## src/rtl/serdes_pkg.sv

```systemverilog
// Shared serializer/deserializer definitions: FSM state encoding reused by both ends.
package serdes_pkg;

  typedef enum logic {
    IDLE = 1'b0,
    SEND = 1'b1
  } serdes_state_e;

endpackage

```

## src/rtl/piso_shift_reg.sv

```systemverilog
// Datapath shift register for the serializer: parallel load, shift right by one, or hold.
module piso_shift_reg #(
  parameter int unsigned W = 8
) (
  input  logic         clk,
  input  logic         rst_n,
  input  logic         load_i,
  input  logic         shift_i,
  input  logic [W-1:0] data_i,
  output logic [W-1:0] q_o
);

  logic [W-1:0] shreg_q;
  logic [W-1:0] shreg_d;

  // Load wins over shift; the vacated MSB is filled with zero.
  always_comb begin
    shreg_d = shreg_q;
    if (load_i) begin
      shreg_d = data_i;
    end else if (shift_i) begin
      shreg_d = {1'b0, shreg_q[W-1:1]};
    end
  end

  always_ff @(posedge clk) begin
    if (!rst_n) begin
      shreg_q <= '0;
    end else begin
      shreg_q <= shreg_d;
    end
  end

  assign q_o = shreg_q;

endmodule

```

## src/rtl/piso_serializer.sv

```systemverilog
// Parallel-in serial-out serializer: accepts an NBITS word and streams it LSB first
// with first/last framing; all outputs derive from registered state only.
module piso_serializer
  import serdes_pkg::*;
#(
  parameter int unsigned NBITS = 8
) (
  input  logic             clk,
  input  logic             rst_n,
  input  logic             in_val,
  output logic             in_rdy,
  input  logic [NBITS-1:0] in_msg,
  output logic             out_val,
  input  logic             out_rdy,
  output logic             out_bit,
  output logic             out_first,
  output logic             out_last
);

  localparam int unsigned CNT_W = $clog2(NBITS);
  localparam logic [CNT_W-1:0] CNT_LAST = CNT_W'(NBITS - 1);

  serdes_state_e    state_q;
  serdes_state_e    state_d;
  logic [CNT_W-1:0] cnt_q;
  logic [CNT_W-1:0] cnt_d;
  logic             load;
  logic             shift;
  logic [NBITS-1:0] shreg;

  piso_shift_reg #(
    .W (NBITS)
  ) u_shift_reg (
    .clk     (clk),
    .rst_n   (rst_n),
    .load_i  (load),
    .shift_i (shift),
    .data_i  (in_msg),
    .q_o     (shreg)
  );

  // Next-state, counter and handshake outputs; outputs depend on state_q/cnt_q/shreg only.
  always_comb begin
    state_d   = state_q;
    cnt_d     = cnt_q;
    load      = 1'b0;
    shift     = 1'b0;
    in_rdy    = 1'b0;
    out_val   = 1'b0;
    out_bit   = 1'b0;
    out_first = 1'b0;
    out_last  = 1'b0;
    case (state_q)
      IDLE: begin
        in_rdy = 1'b1;
        if (in_val) begin
          state_d = SEND;
          cnt_d   = '0;
          load    = 1'b1;
        end
      end
      SEND: begin
        out_val   = 1'b1;
        out_bit   = shreg[0];
        out_first = (cnt_q == '0);
        out_last  = (cnt_q == CNT_LAST);
        if (out_rdy) begin
          if (cnt_q == CNT_LAST) begin
            state_d = IDLE;
            cnt_d   = '0;
          end else begin
            shift = 1'b1;
            cnt_d = cnt_q + CNT_W'(1);
          end
        end
      end
      default: begin
        state_d = IDLE;
        cnt_d   = '0;
      end
    endcase
  end

  always_ff @(posedge clk) begin
    if (!rst_n) begin
      state_q <= IDLE;
      cnt_q   <= '0;
    end else begin
      state_q <= state_d;
      cnt_q   <= cnt_d;
    end
  end

endmodule

```

## config.mk

```make
export PLATFORM = sky130hd
export DESIGN_NAME = piso_serializer
export DESIGN_NICKNAME = d
export VERILOG_FILES = /design/src/rtl/serdes_pkg.sv /design/src/rtl/piso_shift_reg.sv /design/src/rtl/piso_serializer.sv
export SDC_FILE = /design/constraint.sdc
export NUM_CORES = 1
export LEC_CHECK = 0
export ABC_AREA = 0
export ABC_CLOCK_PERIOD_IN_PS = 1500
export CORE_MARGIN = 3
export CORE_UTILIZATION = 30
export DETAILED_ROUTE_END_ITERATION = 7
export GPL_TIMING_DRIVEN = 0
export PLACE_DENSITY = 0.52
export SYNTH_ARGS = -nofsm -noshare
export SYNTH_HDL_FRONTEND = slang
export SYNTH_SLANG_ARGS = --single-unit
```

## constraint.sdc

```tcl
create_clock -name clk -period 1.5 [get_ports clk]
set_input_delay 0.225 -clock clk [delete_from_list [all_inputs] [get_ports clk]]
set_output_delay 0.225 -clock clk [all_outputs]
set_load 0.02 [all_outputs]
```

==> run summary, run 1 <==
GR Overflow Total = 0
Root Driver = clkbuf_4
flops & latches, synth = 12
Syn-to-layout area delta = 41.3%
starting density of the core = 32.5%
die width = 49.9 microns
CP bufs+invs = 1
max-slew violations = 0
worst vdd ir = 0.567 mV
Core ar. = 1780 sq um
Setup CP Type = reg -> out
CP Capture Type = output port
routed wire length = 1.26 mm
CP max stage delay = 0.34 ns
reg-to-reg slack, setup = 0.06 ns
router iterations before antenna repair = 4
Vias = 524
async set or reset register ratio after synthesis = 0%
H-tree Lvls = 1
power density cells = 891 nW/um^2
post-synthesis compound-gate area fraction = 19.9%
Area after DPL = 771 sq um
largest area contributor in the synthesized netlist = dfxtp_1
kind of cell adding the most delay to the critical path = adder cells
Avg WL per Cell = 11.0 microns
# clock sinks = 12
antenna viol nets, final = 0
Levels on crit path = 4
Post-Synth XOR/XNOR Area = 0%
status = complete, no violations
final period utilization = 96.6%
worst-margin pin slew = 0.361 ns
fin crit period = 1.45 ns
Rel. slew slack = 75.9%
Total Routing Usage GR = 10.9%
worst skew pair latency = 0.27 ns
routed vias/inst = 4.56
adder-cell share of the synthesized area = 6.48%
die height = 49.9 microns
HP Class = reg -> reg
I/O pin total = 17
ant diodes = 0
Synth top area share = 41.5%
Arr. time, crit path = 1.22 ns
clock tree buffer depth = 2
Post-Syn Instances = 69
# port buffers = 16
simple logic cell fraction of the synthesized area = 22.0%
clock-pin slew on the worst setup and hold paths = 0.08 ns
most frequent cell after synthesis = nand2_1
final hold viol count = 0
EDFF count, synth = 0
Num CTS Buffers = 3
Mapped Area = 579 sq um
slowest CP cell = dfxtp_2
fin nets = 106
Post-DP HPWL = 921 microns
Power Total = 0.729 mW
Iter 0 DRT Violations = 14
maxcap violations = 0
net count after synthesis = 84
vias in the first global route = 455
setup violators final = 0
RSZ-0062 raised after global routing = true
f_max = 690 MHz
WHS Path Cells = 2
initial antenna violation count = 0
mux contribution to synthesized area = 3.46%
sequential area share after synthesis = 41.5%
Worst Path Required = 1.27 ns
Clock Skews = 0.00521 ns
die area = 2490 sq um
dominant synthesized flop cell = dfxtp_1
Critical Path Fanout Max = 3
R2R depth = 7
first-pass GRT wire length = 2.04 mm
Final Wtd Congestion = 0.757
Design Area, Final = 818 sq um
critical path, cell by cell = ha_2, ha_2, and2_1, buf_6
CTS tree = built
largest net degree at the start of global routing = 11
main combinational cell family by area after synthesis = simple AND/OR/NAND/NOR gates
Avg Inst Size Synth = 8.40 sq um
crit start category = flop
leak pwr = 0.312 nW
Area contributors post-synth = dfxtp_1 (41%), nand2_1 (9.7%), a31oi_1 (8.6%)
fraction of layout cells with a size suffix above 1 = 18.9%
final core occ = 45.9%
Rows = 15
Critical Path Most Common Cell = ha_2
post-synthesis cell type count = 20
residual DRC count = 0
Post-synth top cells = nand2_1 (15), dfxtp_1 (12), a31oi_1 (8), o21ai_0 (8)
Ys Warns = 0
cell usage in the layout, fill, tap and decap left out:
cell type and instances:
ha_2 2, clkbuf_4 3, o21ai_0 8, nor2b_1 3, a21boi_0 1, clkbuf_8 1
mux2i_1 2, a31oi_1 8, and3b_1 1, nand3b_2 1, nand2b_1 1, nor2_1 1
dfxtp_2 3, nand3_1 2, inv_1 3, a32oi_1 2, dfxtp_1 9, buf_2 2
clkdlybuf4s50_1 11, nand2_1 15, clkdlybuf4s15_2 1, buf_4 2, dlygate4sd2_1 2, ha_1 1
buf_6 2, clkbuf_1 1, and2_1 2
report_power, final:
group | total [mW] | internal, mW | switching (mW)
registers | 0.352 | 0.340 | 0.0117
logic | 0.120 | 0.0611 | 0.0588
clock network | 0.258 | 0.147 | 0.110
total | 0.729 | 0.548 | 0.181
worst register-to-register path: stages (launching register included):
cell	delay [ns]
dfxtp_2	0.34
ha_2	0.18
ha_2	0.17
buf_4	0.13
and3b_1	0.22
buf_6	0.13
nand2_1	0.05
a31oi_1	0.16
layer usage:
layer	GRT usage, %	wire (microns)
met5	0	0
met4	2.76	12
met3	5.74	74
met2	16.7	577
met1	13.3	598
metrics by stage:
step	cells	hold slack, ns	setup WS, ns	TNS (ns)
2_1_floorplan	69	0.336	0.221	0
3_3_place_gp	110	0.454	-0.159	-0.159
3_5_place_dp	110	0.465	-0.146	-0.161
4_1_cts	114	0.478	-0.0213	-0.0213
5_1_grt	115	0.499	-0.00730	-0.0275
6_report	115	0.470	0.0507	0
layout make-up:
type,instances,area [sq um]
Buffer,4,27.5
Clock buffer,4,36.3
Fill cell,189,965
Inverter,3,11.3
Multi-Input combinational cell,50,305
Sequential cell,12,244
Tap cell,25,31.3
Timing Repair Buffer,17,163
final timing paths:
check                      from            endpoint
max                    cnt_q[0]            out_last
min          u_shift_reg.q_o[4]  u_shift_reg.q_o[4]
max reg2reg            cnt_q[0]  u_shift_reg.q_o[0]
min reg2reg  u_shift_reg.q_o[4]  u_shift_reg.q_o[4]
cell families after synthesis:
family                     Yosys count
and+or+nand+nor                     26
DFF                                 12
AOI/OAI and AO/OA                   19
adders and majority gates            3
buffers and inverters                7
muxes                                2
registers in the layout, summed over array words and instances (netlist names):
signal,count
u_shift_reg.q_o,8
cnt_q,3
state_q,1
repair_timing:
action / in CTS / in global routing
endpoints found under the setup margin: 5 / 4
pin swaps: 0 / 2
buffers inserted: 0 / 1
hold buffers: 0 / 0
gates resized for setup: 14 / 6
(Power assumes the default switching activity.)
==> run 2, diff against run 1 <==
--- a/config.mk
+++ b/config.mk
@@ -10,7 +10,6 @@
 export CORE_MARGIN = 3
 export CORE_UTILIZATION = 30
 export DETAILED_ROUTE_END_ITERATION = 7
-export GPL_TIMING_DRIVEN = 0
 export PLACE_DENSITY = 0.52
 export SYNTH_ARGS = -nofsm -noshare
 export SYNTH_HDL_FRONTEND = slang
==> run 2 against run 1 <==
  * Die area is the same
  * Design area increased by 3.1%
  * Critical path depth unchanged
  * First-iteration DRC count unchanged
  * Clock-buffer cell count down 1
  * Combinational power up 7%
  * Flip-flop and latch count unchanged
  * Clock power shrank 26%
  * Core utilization up 1.4 points
  * Clock skew decreased by 0.0014 ns
  * Global-route usage increased by 0.95 points
  * Wire length is 0.16% lower
==> run summary, run 2 (synthesis gave the netlist of run 1 again) <==
ant diodes = 0
residual DRC count = 0
CP bufs+invs = 1
Fill cells = 176
fin worst setup slack = 0.0520 ns
CP Capture Type = output port
largest net degree at the start of global routing = 15
die area = 2490 sq um
pre-CTS WS = -0.0822 ns
Post-DP HPWL = 915 microns
f_max = 691 MHz
top routing layer used = met4
crit start category = flop
Avg WL per Cell = 10.7 microns
critical path, cell by cell = ha_2, ha_2, and2_1, buf_2
starting density of the core = 32.5%
WL met2 = 559 microns
fin crit period = 1.45 ns
setup violators final = 0
max reg flops = 8
clock-pin slew on the worst setup and hold paths = 0.07 ns
Arr. time, crit path = 1.22 ns
CP max stage delay = 0.33 ns
die height = 49.9 microns
# port buffers = 16
Syn-to-layout area delta = 45.6%
area of the multi-input gates = 317 sq um
routed wire length = 1.26 mm
worst skew pair latency = 0.27 ns
Area after DPL = 811 sq um
vias in the first global route = 494
Vias = 562
CTS tree = built
commonest non-fill, non-tap cells in the layout = nand2_1 (14), clkdlybuf4s50_1 (11), dfxtp_1 (9)
I/O pin total = 17
Critical Path Most Common Cell = ha_2
power density cells = 800 nW/um^2
worst vdd ir = 0.395 mV
max-slew violations = 0
Total Routing Usage GR = 11.9%
GR Overflow Total = 0
die width = 49.9 microns
Rel. slew slack = 70.5%
final period utilization = 96.5%
RSZ-0062 raised after global routing = true
first-pass GRT wire length = 2.21 mm
kind of cell adding the most delay to the critical path = flip-flops
final hold viol count = 0
register area = 244 sq um
maxcap violations = 0
fin nets = 110
Design Area, Final = 843 sq um
Num CTS Buffers = 3
# clock sinks = 12
initial antenna violation count = 0
leak pwr = 0.347 nW
Clock Skews = 0.00378 ns
slowest CP cell = dfxtp_2
met3 routed WL = 86 microns
Worst Path Required = 1.27 ns
Root Driver = clkbuf_4
Iter 0 DRT Violations = 14
H-tree Lvls = 1
commonest non-fill, non-tap cell in the layout = nand2_1
antenna viol nets, final = 0
Rows = 15
Post-CTS Setup Repair Bufs = 0
fraction of layout cells with a size suffix above 1 = 22.6%
routed vias/inst = 4.76
Final Wtd Congestion = 0.783
Setup CP Type = reg -> out
Critical Path Fanout Max = 3
worst-margin pin slew = 0.443 ns
met1 wire length = 598 microns
status = complete, no violations
router iterations before antenna repair = 4
HP Class = reg -> reg
clock tree buffer depth = 2
Post-CTS Hold Fix Bufs = 0
Core ar. = 1780 sq um
==> run 2: changes by cell type in the layout (fill, tap and decap cells not counted) <==
cell	change
buf_4	+6
nand2_2	+1
nand3b_2	-1
clkdlybuf4s15_2	-1
buf_6	-1
dlygate4sd2_1	+1
clkbuf_8	-1
clkbuf_1	-1
buf_2	-1
nand3b_4	+1
nand2_1	-1
clkbuf_2	+1
==> run 2: cell type report <==
type / count / share of cell area, %
multi-input combinational: 50 / 37.5
sequential: 12 / 28.9
timing repair buffer: 25 / 25.8
tap: 25 / 3.71
clock buffer: 3 / 2.67
inverter: 3 / 1.34
==> run 2: what timing repair did <==
| item | in CTS | in global routing |
|---|---|---|
| endpoints found under the setup margin | 5 | 11 |
| gates resized for setup | 11 | 7 |
| pin swaps | 0 | 4 |
==> run 2: worst paths after layout <==
check / slack, ns / to / cells after the start / start
max reg2reg: 0.07 / u_shift_reg.q_o[5] / 7 / cnt_q[1]
min: 0.47 / u_shift_reg.q_o[4] / 2 / u_shift_reg.q_o[5]
max: 0.05 / out_last / 4 / cnt_q[1]
min reg2reg: 0.47 / u_shift_reg.q_o[4] / 2 / u_shift_reg.q_o[5]
==> run 2: metrics by stage <==
stage	power (mW)	utilization (%)	setup TNS, ns	std cells	hold WS, ns
6_report	0.674	47.3	0	118	0.472
2_1_floorplan	0.423	-	0	69	0.336
4_1_cts	0.683	46.4	-0.00263	118	0.477
5_1_grt	0.717	47.3	-0.0394	118	0.493
3_3_place_gp	0.491	45.5	-0.0838	115	0.461
3_5_place_dp	0.491	45.5	-0.0822	115	0.460
==> run 2: per-layer routing <==
layer | vias up | global-route usage, %
met5 | - | 0
met4 | 0 | 5.53
met1 | 252 | 14.3
li1 | 290 | -
met2 | 18 | 17.6
met3 | 2 | 5.74
==> run 2: report_power, final <==
group / switching, mW / internal [mW]
Clock: 0.0990 / 0.0928
Sequential: 0.0136 / 0.340
Combinational: 0.0599 / 0.0690
==> run 2: tightest hold or removal path: cells and delay by family (launching register included) <==
family | cells | cell delay [ns]
flops | 1 | 0.31
compound gates | 1 | 0.06
simple gates | 1 | 0.05
==> run 3, diff against run 2 <==
--- a/config.mk
+++ b/config.mk
@@ -6,10 +6,10 @@
 export NUM_CORES = 1
 export LEC_CHECK = 0
 export ABC_AREA = 0
-export ABC_CLOCK_PERIOD_IN_PS = 1500
 export CORE_MARGIN = 3
 export CORE_UTILIZATION = 30
 export DETAILED_ROUTE_END_ITERATION = 7
+export GPL_TIMING_DRIVEN = 1
 export PLACE_DENSITY = 0.52
 export SYNTH_ARGS = -nofsm -noshare
 export SYNTH_HDL_FRONTEND = slang
==> results of run 3 <==
Same layout as run 2: the final DEF is identical, and so are final timing and power.
